`config.mk`:
```
export PLATFORM = sky130hd
export DESIGN_NAME = mem_access_ctrl_flat
export DESIGN_NICKNAME = d
export VERILOG_FILES = /design/src/rtl/mem_access_pkg.sv /design/src/rtl/mem_access_ctrl_if.sv /design/src/rtl/mem_access_ctrl.sv /design/src/flat_wrapper.sv
export SDC_FILE = /design/constraint.sdc
export NUM_CORES = 1
export LEC_CHECK = 0
export BUFFER_PORTS_ARGS = -buffer_cell sky130_fd_sc_hd__buf_2
export CELL_PAD_IN_SITES_DETAIL_PLACEMENT = 1
export CELL_PAD_IN_SITES_GLOBAL_PLACEMENT = 2
export CORE_ASPECT_RATIO = 0.8
export CORE_MARGIN = 2
export CORE_UTILIZATION = 38
export DETAILED_ROUTE_END_ITERATION = 10
export GPL_TIMING_DRIVEN = 0
export PLACE_DENSITY = 0.93
export SLEW_MARGIN = 20
export SYNTH_ARGS = -nofsm -noshare
export SYNTH_HDL_FRONTEND = slang
export SYNTH_SLANG_ARGS = --single-unit
```
`constraint.sdc`:
```
create_clock -name Clock -period 11.49 [get_ports Clock]
set_input_delay 2.298 -clock Clock [delete_from_list [all_inputs] [get_ports Clock]]
set_output_delay 2.298 -clock Clock [all_outputs]
set_load 0.01 [all_outputs]
```
`src/rtl/mem_access_pkg.sv`:
```
// Shared definitions for the 24-bit to byte-wide memory access controller:
// state encoding, word geometry and big-endian byte selection.
package mem_access_pkg;

  typedef enum logic [2:0] {
    ST_IDLE = 3'd0,
    ST_B0   = 3'd1,
    ST_B1   = 3'd2,
    ST_B2   = 3'd3,
    ST_DONE = 3'd4
  } state_t;

  localparam int BYTES_PER_WORD = 3;

  // Byte 0 is the most-significant byte of the word.
  function automatic logic [7:0] byte_sel(input logic [23:0] word, input logic [1:0] k);
    case (k)
      2'd0:    return word[23:16];
      2'd1:    return word[15:8];
      default: return word[7:0];
    endcase
  endfunction

endpackage

```
`src/rtl/mem_access_ctrl_if.sv`:
```
// CPU-side request/response bundle of the memory access controller.
// master = execute-stage initiator, slave = mem_access_ctrl.
interface mem_access_ctrl_if #(
  parameter int ADDR_W = 24,
  parameter int DATA_W = 24
);
  logic              ReqValid;
  logic              ReqWrite;
  logic [ADDR_W-1:0] ReqAddr;
  logic [DATA_W-1:0] ReqWriteData;
  logic              ReqReady;
  logic              RespValid;
  logic [DATA_W-1:0] RespReadData;
  logic              RespErr;

  modport master (
    output ReqValid, ReqWrite, ReqAddr, ReqWriteData,
    input  ReqReady, RespValid, RespReadData, RespErr
  );

  modport slave (
    input  ReqValid, ReqWrite, ReqAddr, ReqWriteData,
    output ReqReady, RespValid, RespReadData, RespErr
  );
endinterface

```
`src/rtl/mem_access_ctrl.sv`:
```
// Sequences one 24-bit load/store into three big-endian byte accesses.
// Optional bounds check: define MEM_ACCESS_ADDR_CHECK_EN.
//   state   | meaning
//   IDLE    | ready for a request
//   B0..B2  | byte access k in flight on the memory port
//   DONE    | one-cycle response strobe
module mem_access_ctrl
  import mem_access_pkg::*;
#(
  parameter int ADDR_W    = 24,
  parameter int DATA_W    = 24,
  parameter int MEM_DEPTH = 64
) (
  input  logic              Clock,
  input  logic              Reset,
  mem_access_ctrl_if.slave  bus,
  output logic [ADDR_W-1:0] MemAddr,
  output logic [7:0]        MemWriteData,
  output logic              MemWrite,
  output logic              MemRead,
  input  logic [7:0]        MemReadData
);

`ifdef MEM_ACCESS_ADDR_CHECK_EN
  localparam bit ADDR_CHECK = 1'b1;
`else
  localparam bit ADDR_CHECK = 1'b0;
`endif
  localparam logic [ADDR_W-1:0] LAST_BASE = ADDR_W'(MEM_DEPTH - BYTES_PER_WORD);

  state_t            state, state_nxt;
  logic [ADDR_W-1:0] addr_q;
  logic              write_q;
  logic [DATA_W-1:0] wdata_q;
  logic              err_q;
  logic [15:0]       shadow_q;
  logic [DATA_W-1:0] rdata_q;

  logic              accept, addr_oob;
  logic [ADDR_W-1:0] base_addr, mem_addr_nxt;
  logic              base_write;
  logic [DATA_W-1:0] base_wdata;
  logic [7:0]        mem_wdata_nxt;
  logic              mem_we_nxt, mem_re_nxt, strobe_nxt;
  logic [1:0]        k_nxt;

  assign accept   = bus.ReqValid && (state == ST_IDLE);
  assign addr_oob = ADDR_CHECK && (bus.ReqAddr > LAST_BASE);

  always_ff @(posedge Clock or posedge Reset) begin
    if (Reset) state <= ST_IDLE;
    else       state <= state_nxt;
  end

  always_comb begin
    state_nxt = state;
    case (state)
      ST_IDLE: if (accept) state_nxt = addr_oob ? ST_DONE : ST_B0;
      ST_B0:   state_nxt = ST_B1;
      ST_B1:   state_nxt = ST_B2;
      ST_B2:   state_nxt = ST_DONE;
      ST_DONE: state_nxt = ST_IDLE;
      default: state_nxt = ST_IDLE;
    endcase
  end

  // Memory strobes are registered, so they are computed from the state being entered;
  // on the accept edge the latches are not yet loaded and the request is used directly.
  always_comb begin
    base_addr  = (state == ST_IDLE) ? bus.ReqAddr      : addr_q;
    base_write = (state == ST_IDLE) ? bus.ReqWrite     : write_q;
    base_wdata = (state == ST_IDLE) ? bus.ReqWriteData : wdata_q;
    k_nxt      = 2'd0;
    strobe_nxt = 1'b0;
    case (state_nxt)
      ST_B0:   begin k_nxt = 2'd0; strobe_nxt = 1'b1; end
      ST_B1:   begin k_nxt = 2'd1; strobe_nxt = 1'b1; end
      ST_B2:   begin k_nxt = 2'd2; strobe_nxt = 1'b1; end
      default: ;
    endcase
    mem_addr_nxt  = strobe_nxt ? base_addr + ADDR_W'(k_nxt) : '0;
    mem_we_nxt    = strobe_nxt && base_write;
    mem_re_nxt    = strobe_nxt && !base_write;
    mem_wdata_nxt = mem_we_nxt ? byte_sel(base_wdata, k_nxt) : 8'h00;
  end

  assign bus.ReqReady     = (state == ST_IDLE);
  assign bus.RespValid    = (state == ST_DONE);
  assign bus.RespErr      = (state == ST_DONE) && err_q;
  assign bus.RespReadData = rdata_q;

  always_ff @(posedge Clock or posedge Reset) begin
    if (Reset) begin
      MemAddr      <= '0;
      MemWriteData <= 8'h00;
      MemWrite     <= 1'b0;
      MemRead      <= 1'b0;
    end else begin
      MemAddr      <= mem_addr_nxt;
      MemWriteData <= mem_wdata_nxt;
      MemWrite     <= mem_we_nxt;
      MemRead      <= mem_re_nxt;
    end
  end

  // Byte 2 bypasses the shadow so the word is complete on the edge entering DONE.
  always_ff @(posedge Clock or posedge Reset) begin
    if (Reset) begin
      addr_q   <= '0;
      write_q  <= 1'b0;
      wdata_q  <= '0;
      err_q    <= 1'b0;
      shadow_q <= 16'h0000;
      rdata_q  <= '0;
    end else begin
      if (accept) begin
        addr_q  <= bus.ReqAddr;
        write_q <= bus.ReqWrite;
        wdata_q <= bus.ReqWriteData;
        err_q   <= addr_oob;
      end
      if (!write_q) begin
        case (state)
          ST_B0:   shadow_q[15:8] <= MemReadData;
          ST_B1:   shadow_q[7:0]  <= MemReadData;
          ST_B2:   rdata_q        <= {shadow_q, MemReadData};
          default: ;
        endcase
      end
    end
  end

endmodule
```
`src/flat_wrapper.sv`:
```
// flat-port wrapper written by rule: the top's interface ports become plain ports
module mem_access_ctrl_flat import mem_access_pkg::*;
#(
  parameter int ADDR_W    = 24,
  parameter int DATA_W    = 24,
  parameter int MEM_DEPTH = 64
)
  (Clock, Reset, MemAddr, MemWriteData, MemWrite, MemRead, MemReadData, bus_ReqValid, bus_ReqWrite, bus_ReqAddr, bus_ReqWriteData, bus_ReqReady, bus_RespValid, bus_RespReadData, bus_RespErr);
  mem_access_ctrl_if #(.ADDR_W(ADDR_W), .DATA_W(DATA_W)) bus_i ();
  input  logic Clock;
  input  logic Reset;
  output logic [ADDR_W-1:0] MemAddr;
  output logic [7:0] MemWriteData;
  output logic MemWrite;
  output logic MemRead;
  input  logic [7:0] MemReadData;
  input wire logic [$bits(bus_i.ReqValid)-1:0] bus_ReqValid;
  input wire logic [$bits(bus_i.ReqWrite)-1:0] bus_ReqWrite;
  input wire logic [$bits(bus_i.ReqAddr)-1:0] bus_ReqAddr;
  input wire logic [$bits(bus_i.ReqWriteData)-1:0] bus_ReqWriteData;
  output wire logic [$bits(bus_i.ReqReady)-1:0] bus_ReqReady;
  output wire logic [$bits(bus_i.RespValid)-1:0] bus_RespValid;
  output wire logic [$bits(bus_i.RespReadData)-1:0] bus_RespReadData;
  output wire logic [$bits(bus_i.RespErr)-1:0] bus_RespErr;
  assign bus_i.ReqValid = bus_ReqValid;
  assign bus_i.ReqWrite = bus_ReqWrite;
  assign bus_i.ReqAddr = bus_ReqAddr;
  assign bus_i.ReqWriteData = bus_ReqWriteData;
  assign bus_ReqReady = bus_i.ReqReady;
  assign bus_RespValid = bus_i.RespValid;
  assign bus_RespReadData = bus_i.RespReadData;
  assign bus_RespErr = bus_i.RespErr;
  mem_access_ctrl #(.ADDR_W(ADDR_W), .DATA_W(DATA_W), .MEM_DEPTH(MEM_DEPTH)) u_core (.Clock(Clock), .Reset(Reset), .bus(bus_i), .MemAddr(MemAddr), .MemWriteData(MemWriteData), .MemWrite(MemWrite), .MemRead(MemRead), .MemReadData(MemReadData));
endmodule
```
==> impl_metrics.csv <==
group,metric,value,unit
sta,skew,4.87,ps
critical_path,cp_top_family,"buffers and inverters",
sta,final.min_clock_period,4400,ps
min_path,hold_start,"u_core.shadow_q[15]$_DFFE_PP0P_",
detailed_routing,via_per_inst,5.24,
detailed_routing,drt-initial-drc-count,225,
min_path,hold_class,"reg -> reg",
critical_path,r2r_slack,7620,ps
sta,slew_viol_final,0,
placement,place_congestion,0.843,
synthesis,yosys.area_share.simple,10.8,%
layout,drive_above_1_share,43.4,%
synthesis,post_synth.cell_area_avg,12.4,um^2
sta,slew_headroom,42.7,%
critical_path,worst_path_most_repeated_cell,"buf_2",
critical_path,reg2regPathDepth,14,
critical_path,critical_path_required,9190,ps
placement,placed_area,6340,um^2
critical_path,worst-setup-path-type,"reg -> out",
synthesis,synth.yosys.seq_area_share,54.3,%
layout,area_growth,26.8,%
floorplan,die_area,15400,um^2
critical_path,slowest_delay,440,ps
floorplan,start_util,38.6,%
synthesis,synth_area,5490,um^2
grt,grt_overflow,0,
synthesis,synth_xor_area_share,3.03,%
grt,antenna_found_initial,1,
detailed_routing,drtAntennaViolNets,0,
sta,worstMarginPinSlew,857,ps
sta,setup_tns,0,ps
floorplan,die_h,111,um
critical_path,cp_data_arrival_time,2100,ps
layout,final_nets,645,
sta,rsz0062_at_grt,"no",
floorplan,rows,39,
critical_path,critPathLaunchType,"flop",
synthesis,synth_seq_cells,119,
sta,final_hold_viol_count,0,
power_and_ir_drop,ir_drop,126,uV
cts,post_cts_buffers,0,
synthesis,synth_edf_count,0,
synthesis,syn-instance-count,443,
synthesis,synthDistinctLibCells,50,
critical_path,r2r_end,"u_core.MemAddr[20]$_DFF_PP0_",
cts,insertion_delay,420,ps
sta,timing.fmax,0.227,GHz
grt,grt_first_pass_wirelength,24.3,mm
floorplan,dieWidth,138,um
floorplan,coreArea,14200,um^2
critical_path,crit_chain,"buf_6 > or3_4 > clkinv_4 > buf_2 > buf_4 > buf_2",
run_status,status,"complete, no violations",
power_and_ir_drop,p_int,1.40,mW
synthesis,async_flop_share,100,%
cts,clkSinkCount,119,
grt,track_usage,20.2,%
critical_path,critPathLaunch,"u_core.state[0]$_DFF_PP0_",
placement,dp_hpwl,10.4,mm
grt,grt_pass1_vias,4592,
synthesis,yosysWarnings,0,
sta,hold_ws,500,ps
power_and_ir_drop,p_comb_share,40.9,%
cts,ctsHoldBuffers,0,
power_and_ir_drop,swShare,35.8,%
cts,post_cts_resized,0,
power_and_ir_drop,p_leak,3.27,nW
detailed_routing,vias,4080,
synthesis,synth_compound_area_share,6.48,%
detailed_routing,wirelength,14.8,mm
synthesis,synth-adder-area-share,0.821,%
synthesis,yosys_most_used_dff,"dfrtp_1",
power_and_ir_drop,p_sw,0.780,mW
min_path,worstHoldPathCells,1,
sta,period_share,38.3,%
critical_path,r2r_start,"u_core.state[0]$_DFF_PP0_",
critical_path,cp.depth,6,
placement,portBuffers,119,
cts,h-tree-depth,4,
cts,cts_made_buffers,17,
floorplan,ioPinCount,121,
sta,setup_viol_count_final,0,
cts,clockRootBuffer,"clkbuf_16",
min_path,holdPathEnd,"u_core.shadow_q[15]$_DFFE_PP0P_",
synthesis,synth.area.mux_share,21.8,%
critical_path,crit_path_top_delay_cell,"or3_4",
detailed_routing,drt-pass1-iter-count,4,
critical_path,crit_fanout,10,
detailed_routing,wl_per_cell,19.0,um
job,drv_cap,0,
power_and_ir_drop,pwr-share-seq,34.0,%
detailed_routing,drc_errors,0,
grt,grt_max_degree,74,
cts,cts_tree,"yes",
synthesis,synth_top_family_by_area,"multiplexers",
critical_path,cp.buffers_inverters,5,
cts,clockBufferDepth,2,
power_and_ir_drop,clkPwrFrac,25.1,%
critical_path,end_kind,"output pin",
power_and_ir_drop,powerDensity,313,nW/um^2
synthesis,syn_nets,506,
layout,finish.instance_area,6950,um^2
cts,cts.clk_slew.worst_paths,50,ps
placed cells by master, fill, tap and decap left out, types with 4 or more instances in the layout:
cell type	Yosys	layout
dfrtp_1	119	119
o21ai_0	7	7
and3_1	10	10
clkbuf_16	0	17
inv_1	6	5
nand3_1	9	9
nor2_1	26	26
xor2_1	8	8
a21oi_1	11	11
mux2i_1	18	18
nor3_1	8	8
buf_2	7	126
a211oi_1	5	5
nand2_1	23	23
o22ai_1	12	12
o31ai_1	5	5
xnor2_1	11	11
nand4_1	8	8
mux2_2	90	90
and4_1	5	5
clkbuf_1	10	12
clkbuf_8	0	4
per-layer routing:
| layer | wire [um] | vias up | track usage, % | part of all wire, % |
|---|---|---|---|---|
| met3 | 696 | 12 | 5.94 | 4.7 |
| met2 | 7200 | 98 | 32.6 | 49 |
| met5 | 0 | - | 0 | 0 |
| met4 | 178 | 0 | 8.03 | 1.2 |
| met1 | 6710 | 2095 | 25.7 | 45 |
| li1 | - | 1875 | - | - |
sequential cells by signal, summed over array words and instances, names as in the netlist, 3 cells and up:
name	count
u_core.shadow_q	16
u_core.state	3
u_core.wdata_q	17
u_core.MemAddr	24
u_core.addr_q	24
u_core.MemWriteData	8
u_core.bus.RespReadData	24
through the flow:
| step | util, % | instances | setup WS, ps | power, mW |
|---|---|---|---|---|
| 4_1_cts | 49.0 | 778 | 7090 | 2.20 |
| 3_5_place_dp | 44.7 | 747 | 6940 | 1.64 |
| 5_1_grt | 49.0 | 779 | 7010 | 2.32 |
| 3_3_place_gp | 44.4 | 746 | 4800 | 1.58 |
| 2_1_floorplan | - | 443 | 6030 | 1.33 |
| 6_report | 49.0 | 779 | 7090 | 2.18 |
logic make-up after synthesis:
| group | after synthesis |
|---|---|
| flops | 119 |
| mux | 108 |
| simple gates | 108 |
| compound gates | 54 |
| buf+inv | 31 |
| xor+xnor | 19 |
| fa+ha+maj | 3 |
| other cells | 1 |
worst max-delay path by stage:
stage / slack, ps / endpoint
after floorplan: 6030 / u_core.MemAddr[0]$_DFF_PP0_
final: 7090 / bus_ReqReady
after detailed placement: 6940 / u_core.MemAddr[20]$_DFF_PP0_
after global routing: 7010 / bus_ReqReady
after global placement: 4800 / u_core.MemWrite$_DFF_PP0_
after CTS: 7090 / bus_ReqReady
Yosys cell counts (all sizes together) (2+ instances only):
library cell    n  share of area (%)
dfrtp         119                 54
mux2           90                 18
nor2           27                1.9
nand2          23                1.6
mux2i          18                3.3
buf            14                1.5
o22ai          13                1.6
a21oi          11                1.0
xnor2          11                1.8
and3           10                1.1
clkbuf         10               0.68
nand3           9               0.82
nand4           8               0.91
nor3            8               0.73
xor2            8                1.3
o21ai           7               0.64
and4            6                1.0
inv             6               0.41
a211oi          5               0.68
o31ai           5               0.68
a31oi           3               0.34
and2            3               0.34
nand2b          3               0.34
o21a            3               0.41
ha              2               0.46
nor3b           2               0.27
nor4b           2               0.43
o211a           2               0.36
final cells by class:
type	count	area, um^2
repair buffers	120	623
diodes	1	2.50
well taps	184	230
multi-input cells	293	2350
clock inverters	8	120
flip-flops and latches	119	2980
inverters	7	36.3
clock buffers	23	488
plain buffers	24	121
fillers	1538	7250
power groups by stage:
stage | Sequential, mW | Clock (mW) | Combinational, mW
2_1_floorplan | 0.765 | 0 | 0.568
5_1_grt | 0.772 | 0.580 | 0.973
6_report | 0.742 | 0.547 | 0.891
3_3_place_gp | 0.731 | 0 | 0.851
3_5_place_dp | 0.748 | 0 | 0.893
4_1_cts | 0.744 | 0.560 | 0.900
(Power assumes the default switching activity.)
